$ cat src/rtl/urv_mem_arbiter.sv
// Single-port RAM arbiter for urv_cpu: data port wins over fetch, with a
// starvation guard that forces a fetch slot after STARVE_LIMIT data grants.
// Each grant is answered exactly one cycle later, routed by the last-grant state.
module urv_mem_arbiter #(
  parameter int ADDR_BITS    = 16,
  parameter int STARVE_LIMIT = 4
) (
  input  logic                 clk_i,
  input  logic                 rst,
  input  logic [31:0]          im_addr_i,
  output logic [31:0]          im_data_o,
  output logic                 im_valid_o,
  input  logic [31:0]          dm_addr_i,
  input  logic [31:0]          dm_data_s_i,
  input  logic [3:0]           dm_data_select_i,
  input  logic                 dm_store_i,
  input  logic                 dm_load_i,
  output logic [31:0]          dm_data_l_o,
  output logic                 dm_ready_o,
  output logic                 dm_load_done_o,
  output logic                 dm_store_done_o,
  output logic                 ram_en_o,
  output logic [ADDR_BITS-3:0] ram_addr_o,
  output logic [3:0]           ram_we_o,
  output logic [31:0]          ram_wdata_o,
  input  logic [31:0]          ram_rdata_i
);

  localparam int CW = (STARVE_LIMIT == 0) ? 1 : $clog2(STARVE_LIMIT + 1);
  localparam logic [CW-1:0] LIM = CW'(STARVE_LIMIT);

  typedef enum logic [1:0] {G_NONE, G_IM, G_DM_LD, G_DM_ST} grant_e;

  grant_e      last_q, last_d;
  logic [CW-1:0] cnt_q, cnt_d;
  logic [31:0] im_addr_q, im_addr_d;
  logic [31:0] dm_data_l_q, dm_data_l_d;
  logic        trip, dm_gnt;

  // Byte-lane bits and the wrapped upper address bits carry no information here.
  logic unused_addr_bits;
  assign unused_addr_bits = ^{dm_addr_i[31:ADDR_BITS], dm_addr_i[1:0]};

  assign trip   = (STARVE_LIMIT != 0) && (cnt_q == LIM);
  assign dm_gnt = (dm_store_i | dm_load_i) && !trip;

  // Grant decision, RAM request drive, next-state for counter/last-grant.
  always_comb begin
    last_d      = G_IM;
    cnt_d       = '0;
    im_addr_d   = im_addr_q;
    ram_en_o    = 1'b1;
    ram_we_o    = 4'b0;
    ram_wdata_o = 32'b0;
    ram_addr_o  = im_addr_i[ADDR_BITS-1:2];
    dm_ready_o  = !trip;
    if (dm_gnt) begin
      ram_addr_o = dm_addr_i[ADDR_BITS-1:2];
      cnt_d      = (cnt_q == LIM) ? cnt_q : cnt_q + CW'(1);
      // A store wins over a simultaneous load; the load is dropped.
      if (dm_store_i) begin
        last_d      = G_DM_ST;
        ram_we_o    = dm_data_select_i;
        ram_wdata_o = dm_data_s_i;
      end else begin
        last_d = G_DM_LD;
      end
    end else begin
      im_addr_d = im_addr_i;
    end
    // Hold every CPU/RAM-facing output quiet while in reset.
    if (!rst) begin
      ram_en_o    = 1'b0;
      ram_we_o    = 4'b0;
      ram_wdata_o = 32'b0;
      ram_addr_o  = '0;
      dm_ready_o  = 1'b0;
    end
  end

  // Response routing from the grant made in the previous cycle.
  always_comb begin
    im_data_o       = (last_q == G_IM) ? ram_rdata_i : 32'b0;
    im_valid_o      = (last_q == G_IM) && (im_addr_i == im_addr_q);
    dm_load_done_o  = (last_q == G_DM_LD);
    dm_store_done_o = (last_q == G_DM_ST);
    dm_data_l_o     = (last_q == G_DM_LD) ? ram_rdata_i : dm_data_l_q;
    dm_data_l_d     = dm_data_l_o;
  end

  // State registers; reset discards any in-flight response.
  always_ff @(posedge clk_i or negedge rst) begin
    if (!rst) begin
      last_q      <= G_NONE;
      cnt_q       <= '0;
      im_addr_q   <= 32'b0;
      dm_data_l_q <= 32'b0;
    end else begin
      last_q      <= last_d;
      cnt_q       <= cnt_d;
      im_addr_q   <= im_addr_d;
      dm_data_l_q <= dm_data_l_d;
    end
  end

endmodule

$ cat config.mk
export PLATFORM = sky130hd
export DESIGN_NAME = urv_mem_arbiter
export DESIGN_NICKNAME = d
export VERILOG_FILES = /design/src/rtl/urv_mem_arbiter.sv
export SDC_FILE = /design/constraint.sdc
export NUM_CORES = 1
export LEC_CHECK = 0
export ABC_AREA = 0
export ABC_CLOCK_PERIOD_IN_PS = 3300
export CAP_MARGIN = 10
export CORE_ASPECT_RATIO = 0.9
export CORE_MARGIN = 2
export CORE_UTILIZATION = 38
export CTS_CLUSTER_SIZE = 25
export DETAILED_ROUTE_END_ITERATION = 10
export PLACE_DENSITY = 0.93
export SYNTH_ARGS = -nofsm -noshare
export SYNTH_HDL_FRONTEND = slang
export SYNTH_SLANG_ARGS = --single-unit
export TNS_END_PERCENT = 50
$ cat constraint.sdc
create_clock -name clk_i -period 3.3 [get_ports clk_i]
set_input_delay 0.99 -clock clk_i [delete_from_list [all_inputs] [get_ports clk_i]]
set_output_delay 0.99 -clock clk_i [all_outputs]
set_load 0.01 [all_outputs]
; Word-level counts from Yosys, hierarchy flattened
; Cells that the tools add are included.
[word_totals]
ff_bits = 69
out_inout_bits = 119
elab_cells = 31
[op_classes]
addsub = 1
eq_ne = 6
n_mux = 16
n_bitwise = 1
reduce_logical = 3
[ops]
columns = operator, count
row1 = 32-bit 2-to-1 mux, 5
row2 = 32-bit equality test, 1
row3 = 14-bit 2-to-1 mux, 2
row4 = 4-bit 2-to-1 mux, 3
row5 = 3-bit 2-to-1 mux, 2
row6 = "2-bit equality test, second input constant", 2
row7 = "3-bit by 1-bit adder with 3-bit output, second input constant", 1
row8 = "3-bit equality test, second input constant", 1
row9 = 1-bit 2-to-1 mux, 3
row10 = "2-bit by 1-bit equality test with 1-bit output, second input constant", 1
row11 = 1-bit logical AND, 2
row12 = 2-bit 2-to-1 mux, 1
row13 = "2-bit != test, second input constant", 1
row14 = 1-bit zero test, 1
row15 = 1-bit bitwise OR, 1

; Logic depth before layout (Yosys ltp)
[depth]
word_depth = 5
mapped_depth = 9

; Worst setup path after synthesis
; Ideal clock, no wire load.
[synth_timing]
path_type = input to output
from = in im_addr_i[7]
to = out im_valid_o
arrival_time_ns = 1.765
required_ns = 2.310
path_slack_ns = 0.545
cell_stages = 4
n_path_buf = 0
cell_sequence = xor2_1 -> nor4_1 -> nand4_1 -> nor3_2
[synth_via]
elab_chain_cells = 2
[synth_rtl]
columns = item, line
row1 = "start, declared", 10  ; input logic [31:0] im_addr_i,
row2 = 32-bit equality test, 84  ; im_valid_o = (last_q == G_IM) && (im_addr_i == im_addr_q);
row3 = 1-bit logical AND, 84
row4 = "end, declared", 12  ; output logic im_valid_o,
; Every way passes these cells.

; Worst setup path after layout
[layout_timing]
from = in im_addr_i[14]
to = out im_valid_o
; Same word-level chain as after synthesis.

==> results.sh <==
export IMPL_cp_arrival_ns=2.32
export IMPL_period_needed_ns=3.309
export IMPL_grt_setup_unrepaired="true"
export IMPL_tightest_slew_ns=0.4209
export IMPL_cts_root_buffer="clkbuf_8"
export IMPL_min_from="cnt_q[0]"
export IMPL_fin_worst_skew_ns=0.009457
export IMPL_synth_top_family_by_area="simple AND/OR/NAND/NOR gates"
export IMPL_p_leak_nw=3.046
export IMPL_period_share=1.003
export IMPL_numCtsBuffers=9
export IMPL_syn_nets=516
export IMPL_r2r_cells=10
export IMPL_clock_sinks=69
export IMPL_synth_compound_area_frac=0.03309
export IMPL_utilization=0.7016
export IMPL_start_util=0.3965
export IMPL_cts_tree="yes"
export IMPL_die_area_um2=10450
export IMPL_dieHeight_um=97.20
export IMPL_grt_ovfl_total=0
export IMPL_r2r_start="cnt_q[0]"
export IMPL_rows=33
export IMPL_grt_max_degree=38
export IMPL_fp_coreArea_um2=9249
export IMPL_drv_slew=0
export IMPL_whs_path_depth=1
export IMPL_synth_seq_area_share=0.4708
export IMPL_post_dp_hpwl_um=9336
export IMPL_fin_ws_ns=-0.008970
export IMPL_synth_top_area_cell="dfrtp_1"
export IMPL_async_flop_share=1.000
export IMPL_slowest_delay_ns=0.33
export IMPL_die_w_um=107.6
export IMPL_status="finished with violations"
export IMPL_synth_cells=378
export IMPL_hold_path_class="flop to flop"
export IMPL_ys_flop_type="dfrtp_1"
export IMPL_synth_edf_count=0
export IMPL_insertion_delay_ns=0.34
export IMPL_irDropWorstVdd_mv=0.3091
export IMPL_setup_viol_count_final=1
export IMPL_max_freq_mhz=302.2
export IMPL_routedWlPerCell_um=15.80
export IMPL_netlist_top_cells_count="111 x nand2_1, 69 x dfrtp_1, 36 x and3_1"
export IMPL_antenna_found_initial=1
export IMPL_drt_wl_total_um=11970
export IMPL_crit_fanout=2
export IMPL_final_hold_violation_count=0
export IMPL_p_per_area_nw_per_um2=577.2
export IMPL_violations="negative setup slack"
export IMPL_startpoint_type="input port"
export IMPL_synth_xor_area_frac=0.07881
export IMPL_synth_area_um2=3667
export IMPL_synth_area_top_cells="dfrtp_1 47%, nand2_1 11%, mux2_2 9.8%, xor2_1 7.4%, and3_1 6.1%"
export IMPL_relSlewSlack=0.7194
export IMPL_synth_fa_ha_area_frac=0.006824
export IMPL_hold_buffers=0
export IMPL_clk_pin_slew_ns=0.06
export IMPL_clockBufferDepth=2
export IMPL_drc_errors=0
export IMPL_route_vias_total=3612
export IMPL_place_gp_congestion=0.8321
export IMPL_yosys_warnings=0
export IMPL_end_kind="output pin"
export IMPL_nFillCells=706
export IMPL_pin_count=255
export IMPL_fin_nets=768
export IMPL_drive_gt1_frac=0.1465
export IMPL_ys_types=24
export IMPL_synthMuxAreaShare=0.09826
export IMPL_r2r_setup_slack_ns=1.69
export IMPL_synth_seq_cells=69
export IMPL_ant_nets=0
export IMPL_crit_start="im_addr_i[14]"
export IMPL_crit_type="input port to output pin"
export IMPL_grt_pass1_vias=3792
export IMPL_worstPathCellList="dlygate4sd2_1 -> xor2_1 -> nor4_2 -> nand4_1 -> nor3_2 -> buf_2"
export IMPL_syn2layout_area_growth_pct=76.94
export IMPL_grt_use_total=0.2287
export IMPL_required_ns=2.31
export IMPL_port_buffers=236
export IMPL_total_power_mw=3.745
export IMPL_reg2reg_to="im_addr_q[30]"
export IMPL_dr_first_iter_drc_count=123
export IMPL_tns_ns=-0.008970
export IMPL_crit_end="im_valid_o"
export IMPL_yosysTopAreaCellShare=0.4708
export IMPL_synth_simple_area_share=0.2624
export IMPL_syn_area_per_cell_um2=9.702
export IMPL_vias_per_cell=4.765
export IMPL_grt_pass1_wl_um=19070
export IMPL_yosysMostFrequentCell="nand2_1"
export IMPL_h_tree_depth=3
export IMPL_dr_pass1_iters=4
export IMPL_critPathSlowestCell="nor4_2"
export IMPL_cap_violations=0
## worst max-delay path, delay by kind of cell
family / cells / cell delay [ns]
xor gates and xnor gates: 1 / 0.18
buffers and inverters: 2 / 0.42
and+or+nand+nor: 3 / 0.72
## flip-flops by register name (all words and copies together), names as in the netlist
| register | count |
|---|---|
| dm_data_l_q | 32 |
| cnt_q | 3 |
| last_q | 2 |
| im_addr_q | 32 |
## power breakdown
part	total [mW]	switching (mW)	internal, mW
clock network	0.568	0.301	0.268
logic	1.82	0.795	1.02
registers	1.36	0.169	1.19
## logic make-up (layout without fill, tap and decap cells)
logic type / Yosys count / after routing
simple gates: 199 / 199
mux: 32 / 32
flops: 69 / 69
buf+inv: 28 / 285
compound gates: 15 / 15
other cells: 0 / 1
xor+xnor: 33 / 33
fa+ha+maj: 2 / 2
## how the worst min path moves through the flow
stage / slack [ns] / endpoint
2_1_floorplan: 0.43 / cnt_q[0]
3_3_place_gp: 0.44 / cnt_q[0]
3_5_place_dp: 0.46 / cnt_q[0]
4_1_cts: 0.47 / cnt_q[0]
5_1_grt: 0.51 / dm_data_l_q[18]
6_report: 0.47 / cnt_q[0]
## through the flow
stage | setup WS (ns) | hold WS (ns) | std cells | instance area (um2)
global route | -0.03973 | 0.5103 | 758 | 6489
CTS | -0.02833 | 0.4696 | 756 | 6465
detailed placement | -0.7152 | 0.4590 | 736 | 6251
floorplan | 0.5451 | 0.4322 | 378 | 3667
global placement | -0.6706 | 0.4449 | 736 | 6251
finish | -0.008970 | 0.4695 | 758 | 6489
## per-layer routing
layer  share of wire  wire length (um)  track usage
met2            0.52              6277       0.4132
met4           0.016               196      0.05917
met3           0.072               859      0.06506
met1            0.39              4641       0.2628
met5               0                 0            0
## area by class of cell
type	count	area [um2]	area share
inverters	3	11.26	0.001735
clock buffers	11	131.4	0.02025
multi-input cells	281	1797	0.2769
flip-flops and latches	69	1727	0.2661
well taps	122	152.6	0.02352
repair buffers	266	2640	0.4069
clock inverters	5	27.53	0.004242
diodes	1	2.502	0.0003857
## placed cells by master, fill, tap and decap left out, types with 3 or more instances in the layout
| cell | Yosys | layout |
|---|---|---|
| buf_12 | 0 | 4 |
| clkdlybuf4s50_1 | 0 | 191 |
| and2_1 | 35 | 35 |
| a21boi_0 | 14 | 13 |
| dlygate4sd2_1 | 0 | 35 |
| buf_4 | 3 | 22 |
| clkinv_2 | 0 | 4 |
| nand2_1 | 111 | 111 |
| xor2_1 | 31 | 31 |
| dfrtp_1 | 69 | 69 |
| nor4_1 | 7 | 3 |
| mux2_2 | 32 | 32 |
| and3_1 | 36 | 36 |
| nor4_2 | 0 | 4 |
| clkbuf_8 | 0 | 9 |
## what timing repair did
action                     in CTS  in global routing
cloned                          2                  0
resized for setup              68                  5
setup buffers                   2                  1
setup endpoints to repair      51                 27
pin swaps                      14                  4
No activity file was read; power rests on OpenSTA's default activity.
